## src/rtl/rv32zhinx_issue.sv

```systemverilog
// Issue/response controller between an RV32 core and a half-precision (Zhinx) FPU.
// Optional WAIT-state abort: define RV32ZHINX_ISSUE_TIMEOUT_EN to enable the TIMEOUT_CYCLES watchdog.
package rv32zhinx_issue_pkg;
    localparam int WORD_W = 32;

    typedef enum logic [3:0] {
        FPU_HALF_ADD  = 4'd0,
        FPU_HALF_SUB  = 4'd1,
        FPU_HALF_MUL  = 4'd2,
        FPU_HALF_DIV  = 4'd3,
        FPU_HALF_SQRT = 4'd4,
        FPU_HALF_MIN  = 4'd5,
        FPU_HALF_MAX  = 4'd6,
        FPU_HALF_FEQ  = 4'd7,
        FPU_HALF_FLT  = 4'd8,
        FPU_HALF_FLE  = 4'd9
    } fpu_operation_t;
endpackage

module rv32zhinx_issue_ctrl
    import rv32zhinx_issue_pkg::*;
#(
    parameter int TIMEOUT_CYCLES = 16
) (
    input  logic                CLK,
    input  logic                nRST,
    input  logic                req_valid,
    output logic                req_ready,
    input  fpu_operation_t      req_op,
    input  logic [WORD_W-1:0]   req_a,
    input  logic [WORD_W-1:0]   req_b,
    input  logic [4:0]          req_rd,
    output logic                rv32zhinx_start,
    output fpu_operation_t      operation,
    output logic [WORD_W-1:0]   rv32zhinx_a,
    output logic [WORD_W-1:0]   rv32zhinx_b,
    input  logic                rv32zhinx_done,
    input  logic [WORD_W-1:0]   rv32zhinx_out,
    output logic                resp_valid,
    input  logic                resp_ready,
    output logic [WORD_W-1:0]   resp_data,
    output logic [4:0]          resp_rd,
    output logic                resp_err,
    output logic                busy
);

    typedef enum logic [1:0] {
        ST_IDLE  = 2'd0,
        ST_ISSUE = 2'd1,
        ST_WAIT  = 2'd2,
        ST_RESP  = 2'd3
    } state_t;

    state_t              state_r;
    state_t              state_nxt_s;
    fpu_operation_t      op_r;
    logic [WORD_W-1:0]   a_r;
    logic [WORD_W-1:0]   b_r;
    logic [4:0]          rd_r;
    logic [WORD_W-1:0]   resp_data_r;
    logic [4:0]          resp_rd_r;
    logic                accept_s;
    logic                in_flight_s;
    logic                capture_s;
    logic                timeout_s;

    assign accept_s    = req_valid && req_ready;
    assign in_flight_s = (state_r == ST_ISSUE) || (state_r == ST_WAIT);
    assign capture_s   = in_flight_s && rv32zhinx_done;

`ifdef RV32ZHINX_ISSUE_TIMEOUT_EN
    localparam int CNT_W = (TIMEOUT_CYCLES > 1) ? $clog2(TIMEOUT_CYCLES) : 1;
    localparam logic [CNT_W-1:0] CNT_LAST = CNT_W'(TIMEOUT_CYCLES - 1);

    logic [CNT_W-1:0] wait_cnt_r;
    logic             resp_err_r;

    // WAIT-cycle counter, restarted for every accepted request
    always_ff @(posedge CLK or negedge nRST) begin
        if (!nRST) begin
            wait_cnt_r <= {CNT_W{1'b0}};
        end else if (accept_s) begin
            wait_cnt_r <= {CNT_W{1'b0}};
        end else if (state_r == ST_WAIT) begin
            wait_cnt_r <= wait_cnt_r + {{(CNT_W-1){1'b0}}, 1'b1};
        end
    end

    assign timeout_s = (state_r == ST_WAIT) && !rv32zhinx_done && (wait_cnt_r == CNT_LAST);

    // Error flag: set by an abort, cleared by a genuine FPU completion
    always_ff @(posedge CLK or negedge nRST) begin
        if (!nRST) begin
            resp_err_r <= 1'b0;
        end else if (capture_s) begin
            resp_err_r <= 1'b0;
        end else if (timeout_s) begin
            resp_err_r <= 1'b1;
        end
    end

    assign resp_err = resp_err_r;
`else
    assign timeout_s = 1'b0;
    assign resp_err  = 1'b0;
`endif

    // State register
    always_ff @(posedge CLK or negedge nRST) begin
        if (!nRST) begin
            state_r <= ST_IDLE;
        end else begin
            state_r <= state_nxt_s;
        end
    end

    // Next-state logic
    always_comb begin
        state_nxt_s = state_r;
        case (state_r)
            ST_IDLE: begin
                if (req_valid) state_nxt_s = ST_ISSUE;
                else           state_nxt_s = ST_IDLE;
            end
            ST_ISSUE, ST_WAIT: begin
                if (rv32zhinx_done || timeout_s) state_nxt_s = ST_RESP;
                else                             state_nxt_s = ST_WAIT;
            end
            ST_RESP: begin
                if (resp_ready) state_nxt_s = req_valid ? ST_ISSUE : ST_IDLE;
                else            state_nxt_s = ST_RESP;
            end
            default: state_nxt_s = ST_IDLE;
        endcase
    end

    // State-decoded handshake outputs; RESP accepts a new request in the same edge as the response
    always_comb begin
        req_ready       = 1'b0;
        rv32zhinx_start = 1'b0;
        resp_valid      = 1'b0;
        busy            = 1'b1;
        case (state_r)
            ST_IDLE: begin
                req_ready = 1'b1;
                busy      = 1'b0;
            end
            ST_ISSUE, ST_WAIT: begin
                rv32zhinx_start = 1'b1;
            end
            ST_RESP: begin
                resp_valid = 1'b1;
                req_ready  = resp_ready;
            end
            default: begin
                busy = 1'b0;
            end
        endcase
    end

    // Operand and result registers
    always_ff @(posedge CLK or negedge nRST) begin
        if (!nRST) begin
            op_r        <= FPU_HALF_ADD;
            a_r         <= {WORD_W{1'b0}};
            b_r         <= {WORD_W{1'b0}};
            rd_r        <= 5'd0;
            resp_data_r <= {WORD_W{1'b0}};
            resp_rd_r   <= 5'd0;
        end else begin
            if (accept_s) begin
                op_r <= req_op;
                a_r  <= req_a;
                b_r  <= req_b;
                rd_r <= req_rd;
            end
            if (capture_s) begin
                resp_data_r <= rv32zhinx_out;
                resp_rd_r   <= rd_r;
            end else if (timeout_s) begin
                resp_data_r <= {WORD_W{1'b0}};
                resp_rd_r   <= rd_r;
            end
        end
    end

    assign operation   = op_r;
    assign rv32zhinx_a = a_r;
    assign rv32zhinx_b = b_r;
    assign resp_data   = resp_data_r;
    assign resp_rd     = resp_rd_r;

endmodule

```

## config.mk

```make
export PLATFORM = sky130hd
export DESIGN_NAME = rv32zhinx_issue_ctrl
export DESIGN_NICKNAME = d
export VERILOG_FILES = /design/src/rtl/rv32zhinx_issue.sv
export SDC_FILE = /design/constraint.sdc
export NUM_CORES = 1
export LEC_CHECK = 0
export CAP_MARGIN = 5
export CORE_UTILIZATION = 44
export CTS_CLUSTER_DIAMETER = 80
export DETAILED_ROUTE_END_ITERATION = 12
export GPL_TIMING_DRIVEN = 0
export HOLD_SLACK_MARGIN = 0.03
export PLACE_DENSITY_LB_ADDON = 0.3
export RECOVER_POWER = 100
export SLEW_MARGIN = 20
export SYNTH_ARGS = -nofsm -noshare
export SYNTH_HDL_FRONTEND = slang
export SYNTH_SLANG_ARGS = --single-unit
```

## constraint.sdc

```tcl
create_clock -name CLK -period 5.5 [get_ports CLK]
set_input_delay 1.65 -clock CLK [delete_from_list [all_inputs] [get_ports CLK]]
set_output_delay 1.65 -clock CLK [all_outputs]
set_load 0.1 [all_outputs]
```

==> run summary, run 1 <==
status -> finished with violations
failing checks -> capacitance limit, slew limit
first-pass GRT wire length -> 16500 microns
synthesized flop and latch total -> 112
CTS tree -> done
largest cells by area after synthesis -> dfrtp_1 61%, mux2_4 23%, mux2_2 9.8%, buf_12 3.0%, ha_1 1.1%
commonest register cell after synthesis -> dfrtp_1
DRC viols -> 0
Mean Syn Cell Area -> 18.2 sq um
Final Net Count -> 597
Final Hold Vio Count -> 0
worst slew pin tran -> 2870 ps
Slew Limit Headroom -> -91.3%
Hold EP -> operation[3]
DIE AREA -> 10900 sq um
top cell type's share of synthesized area -> 60.8%
Fmax achieved -> 191 MHz
clk sinks -> 112
initial antenna violation count -> 0
Clock Skew -> 7.56 ps
pre-CTS setup slack -> 355 ps
height of the die -> 104 microns
Syn Std Cell Area -> 4610 sq um
Placer Congestion -> 0.740
final setup fails -> 0
cts repair resizes -> 0
FF+latch area -> 2800 sq um
dpl hpwl -> 7660 microns
CP max FO -> 3
Min Hold Slack -> 483 ps
R2R setup slack -> 2960 ps
fin cells -> 624
First-pass DRT Iterations -> 3
number of hold buffers added after cts -> 0
asr flop ratio synth -> 100%
placed cell count -> 608
boundary pin count -> 220
Reg clk slew, reported paths -> 90 ps
Post-synth EDFFs -> 0
via count -> 2922
R2R cell count -> 6
H-Tree Level Count -> 3
RR Startpoint -> state_r[0]
busiest layer in global routing -> met2
multi-input logic area -> 1370 sq um
GR Layer Usage met2 -> 31.4%
clk_lat worst skew -> 370 ps
MaxCap Viol Count -> 1
Initial Utilization -> 45.1%
YS warnings -> 0
top-count cell post-synth -> dfrtp_1
root buf cell -> clkbuf_8
Vias/cell -> 4.68
Required @ worst endpoint -> 3850 ps
layout filler cell count -> 809
met1 GRT Util -> 23.7%
DR iter-0 viols -> 35
Synth top cells by count -> 112 x dfrtp_1, 70 x mux2_4, 40 x mux2_2
Seq/Total Area, Yosys -> 60.8%
RSZ-0062 raised after global routing -> no
Tightest Hold Check Type -> register to register
number of global-route vias before repair -> 3235
Total GRT Usage -> 19.7%
startpoint types -> input pin
met3 GRT Util -> 6.70%
Post-Syn Nets -> 367
Inserted Clock Buffers -> 9
FP Rows -> 37
Max Root-Sink Buffers -> 2
overall die width -> 104 microns
R2R Path End -> rv32zhinx_a[27]
startpoint of the worst hold path -> operation[3]
postcts setup bufs -> 0
Synth cell types -> 16
arrival time worst endpoint -> 3580 ps
Synth area leader -> dfrtp_1
Worst Setup End Kind -> output pin
remaining antenna violation count -> 0
Mapped Cells -> 253
min cycle time layout -> 5230 ps
ANT cells -> 0
largest net degree at the start of global routing -> 61
worst hold stages -> 1
final wirelength -> 9890 microns
worst setup slack after layout -> 266 ps
Area Overhead vs Synth -> 47.4%
port bufs -> 218
core area -> 10200 sq um
final period utilization -> 95.2%
Crit Path Category -> input pin to output pin
Wirelength per Cell -> 15.9 microns
final slew viol count -> 53
layout cells sized above 1 -> 13.1%
gr ovfl total -> 0
[worst max path at each step]
stage / slack [ps] / cells after the start / from / end
final: 270 / 4 / resp_ready / req_ready
after global routing: 180 / 4 / resp_ready / req_ready
after CTS: 340 / 4 / resp_ready / req_ready
after detailed placement: 350 / 4 / resp_ready / req_ready
after global placement: -1340 / 1 / nRST / resp_data[10]
after floorplan: 890 / 2 / resp_ready / req_ready
[kinds of logic after synthesis]
| kind of cell | after synthesis | share of synthesized area (%) |
|---|---|---|
| DFF | 112 | 60.8 |
| buffers and inverters | 17 | 4.34 |
| adders and majority gates | 4 | 1.08 |
| muxes | 110 | 32.5 |
| and+or+nand+nor | 5 | 0.597 |
| AOI/OAI and AO/OA | 4 | 0.597 |
| other | 1 | 0.0813 |
[cell usage in the layout, fill, tap and decap left out]
cell type        Yosys  final
a21oi_1              2      3
a2bb2oi_1            1      1
buf_16               0      1
buf_4                1      1
clkbuf_1             0     15
clkbuf_8             0     12
clkdlybuf4s50_1      0    107
clkinv_2             0      1
clkinvlp_4           0      1
conb_1               1      1
dfrtp_1            112    112
dlygate4sd3_1        0    110
ha_1                 4      4
inv_1                4      4
mux2_1               0     63
mux2_2              40     40
mux2_4              70      7
nand2_1              1      1
nor2_1               3      3
nor3b_2              1      1
[area by class of cell]
cell class                      instances  area share [%]
Sequential cell                       112            41.2
Tap cell                              136            2.50
Multi-Input combinational cell        124            20.2
Clock inverter                          2           0.184
Inverter                                4           0.221
Clock buffer                           14            2.54
Buffer                                 13           0.773
Timing Repair Buffer                  219            32.4
[registers in the layout, summed over array words and instances, names as in the netlist]
name         cells
resp_data       32
rv32zhinx_a     32
rv32zhinx_b     32
rd_r             5
resp_rd          5
operation        4
state_r          2
[layer usage]
metal,routed length [microns],vias to the layer above
met3,883,25
met5,0,-
li1,-,1339
met4,341,0
met1,3840,1413
met2,4820,145
[stage by stage]
stage	cell area [sq um]	TNS (ps)	utilization, %
after detailed placement	6990	0	68.4
after global routing	6800	0	66.5
after global placement	6970	-149680	68.1
after CTS	7180	0	70.2
after floorplan	4610	0	-
final	6800	0	66.5
[worst max-delay path: stages]
cell and delay, ps:
dlygate4sd3_1 580, a21oi_1 110, nor2_1 100, clkdlybuf4s50_1 1140
Power of run 1 is not shown: default switching activity piles up to over one toggle a cycle in this logic, so the estimate is an artifact.
==> run 2: changes to the inputs <==
--- a/config.mk
+++ b/config.mk
@@ -5,7 +5,8 @@
 export SDC_FILE = /design/constraint.sdc
 export NUM_CORES = 1
 export LEC_CHECK = 0
-export CAP_MARGIN = 5
+export CAP_MARGIN = 20
+export CORE_MARGIN = 1.5
 export CORE_UTILIZATION = 44
 export CTS_CLUSTER_DIAMETER = 80
 export DETAILED_ROUTE_END_ITERATION = 12
@@ -13,6 +14,7 @@
 export HOLD_SLACK_MARGIN = 0.03
 export PLACE_DENSITY_LB_ADDON = 0.3
 export RECOVER_POWER = 100
+export REMOVE_ABC_BUFFERS = 1
 export SLEW_MARGIN = 20
 export SYNTH_ARGS = -nofsm -noshare
 export SYNTH_HDL_FRONTEND = slang
==> run 2 against run 1 <==
Compared with the run above:
- largest cell class unchanged
- wire length increased by 2.8%
- maximum frequency fell by 0.73%
- design area grew 0.66%
- the run still ends with capacitance limit, slew limit left
- critical path depth unchanged
- non-clock buffer count decreased by 5
- first-iteration DRC count rose to 2.8 times the previous value
- via count up 0.14%
- die area grew 1.9%
==> run summary, run 2 (synthesis gave the netlist of run 1 again) <==
status -> finished with violations
failing checks -> capacitance limit, slew limit
TNS Setup -> 0 ps
worst setup slack after layout -> 227 ps
Placer Congestion -> 0.726
cts repair resizes -> 0
remaining antenna violation count -> 0
DRC viols -> 0
Area Overhead vs Synth -> 48.4%
First-pass DRT Iterations -> 4
postcts setup bufs -> 0
Inserted Clock Buffers -> 9
largest net degree at the start of global routing -> 62
height of the die -> 105 microns
Final Hold Vio Count -> 0
Post-Place Cell Area -> 6920 sq um
CTS tree -> done
final setup fails -> 0
Wirelength per Cell -> 16.4 microns
commonest non-fill, non-tap cells in the layout -> 112 x dfrtp_1, 111 x dlygate4sd3_1, 106 x clkdlybuf4s50_1
Worst Path Buf+Inv -> 2
post-layout instance area -> 6840 sq um
worst slew pin tran -> 2840 ps
layout cells sized above 1 -> 16.1%
H-Tree Level Count -> 3
clk_lat worst skew -> 360 ps
gr ovfl total -> 0
DIE AREA -> 11100 sq um
commonest non-fill, non-tap cell in the layout -> dfrtp_1
overall die width -> 105 microns
clk sinks -> 112
ANT cells -> 0
Clock Skew -> 9.26 ps
core area -> 10200 sq um
RSZ-0062 raised after global routing -> no
final wirelength -> 10200 microns
R2R cell count -> 7
startpoint of the worst hold path -> rv32zhinx_a[2]
crit-path max cell delay -> 1210 ps
number of hold buffers added after cts -> 0
Fmax achieved -> 190 MHz
FP Rows -> 37
number of global-route vias before repair -> 3148
via count -> 2926
Tightest Hold Check Type -> register to register
arrival time worst endpoint -> 3620 ps
Initial Utilization -> 45.1%
MaxCap Viol Count -> 2
pre-CTS setup slack -> 347 ps
Max Root-Sink Buffers -> 2
first-pass GRT wire length -> 16400 microns
Reg clk slew, reported paths -> 100 ps
Crit Path Category -> input pin to output pin
WP depth -> 4
Total GRT Usage -> 19.1%
crit path from -> resp_ready
CP top delay family -> buffers and inverters
dpl hpwl -> 7810 microns
Worst Setup End Kind -> output pin
final slew viol count -> 64
root buf cell -> clkbuf_8
CP max FO -> 3
DR iter-0 viols -> 97
Final Net Count -> 592
crit-path cells -> dlygate4sd3_1 -> a21oi_1 -> nor2_1 -> dlygate4sd3_1
slowest CP cell -> dlygate4sd3_1
layout filler cell count -> 780
worst hold stages -> 1
startpoint types -> input pin
Vias/cell -> 4.73
final period utilization -> 95.9%
min cycle time layout -> 5270 ps
RR Startpoint -> state_r[0]
most used cell along the critical path -> dlygate4sd3_1
Required @ worst endpoint -> 3850 ps
port bufs -> 218
Slew Limit Headroom -> -89.4%
boundary pin count -> 220
initial antenna violation count -> 0
Final Util -> 66.9%
## run 2: cell count changes in the layout (fill, tap and decap cells not counted), sizes merged
cell,change
clkbuf,-12
dlygate4sd3,+1
clkinv,+3
clkinvlp,+1
bufinv,+1
buf,+2
clkdlybuf4s50,-1
## run 2: path summary, 6_finish.rpt
| check | end | slack (ps) |
|---|---|---|
| worst max-delay path | req_ready | 230 |
| worst min-delay path | rv32zhinx_a[2] | 490 |
| worst max register to register | rv32zhinx_a[20] | 1600 |
| worst min register to register | rv32zhinx_a[2] | 490 |
| max in group asynchronous | rv32zhinx_a[1] | 1700 |
| min in group asynchronous | resp_data[16] | 2170 |
## run 2: area by class of cell
cell class	instances	area [sq um]	area share, %
multi-input combinational	124	1400	20.5
tap	136	170	2.49
clock inverter	7	72.6	1.06
timing repair buffer	227	2260	33.0
sequential	112	2800	41.0
inverter	4	15.0	0.219
clock buffer	9	124	1.81
## run 2: routing by layer
layer	vias to the layer above	part of all wire [%]	global-route usage (%)
li1	1338	-	-
met1	1417	41	22.7
met2	158	46	31.3
met3	13	11	7.05
met4	0	1.8	7.73
met5	-	0	0
## run 2: through the flow
step,cells,hold WS [ps]
after floorplan,240,478
after global placement,594,486
after detailed placement,603,492
after CTS,619,516
after global routing,619,516
final,619,490
Power of run 2 is left out for the same reason.
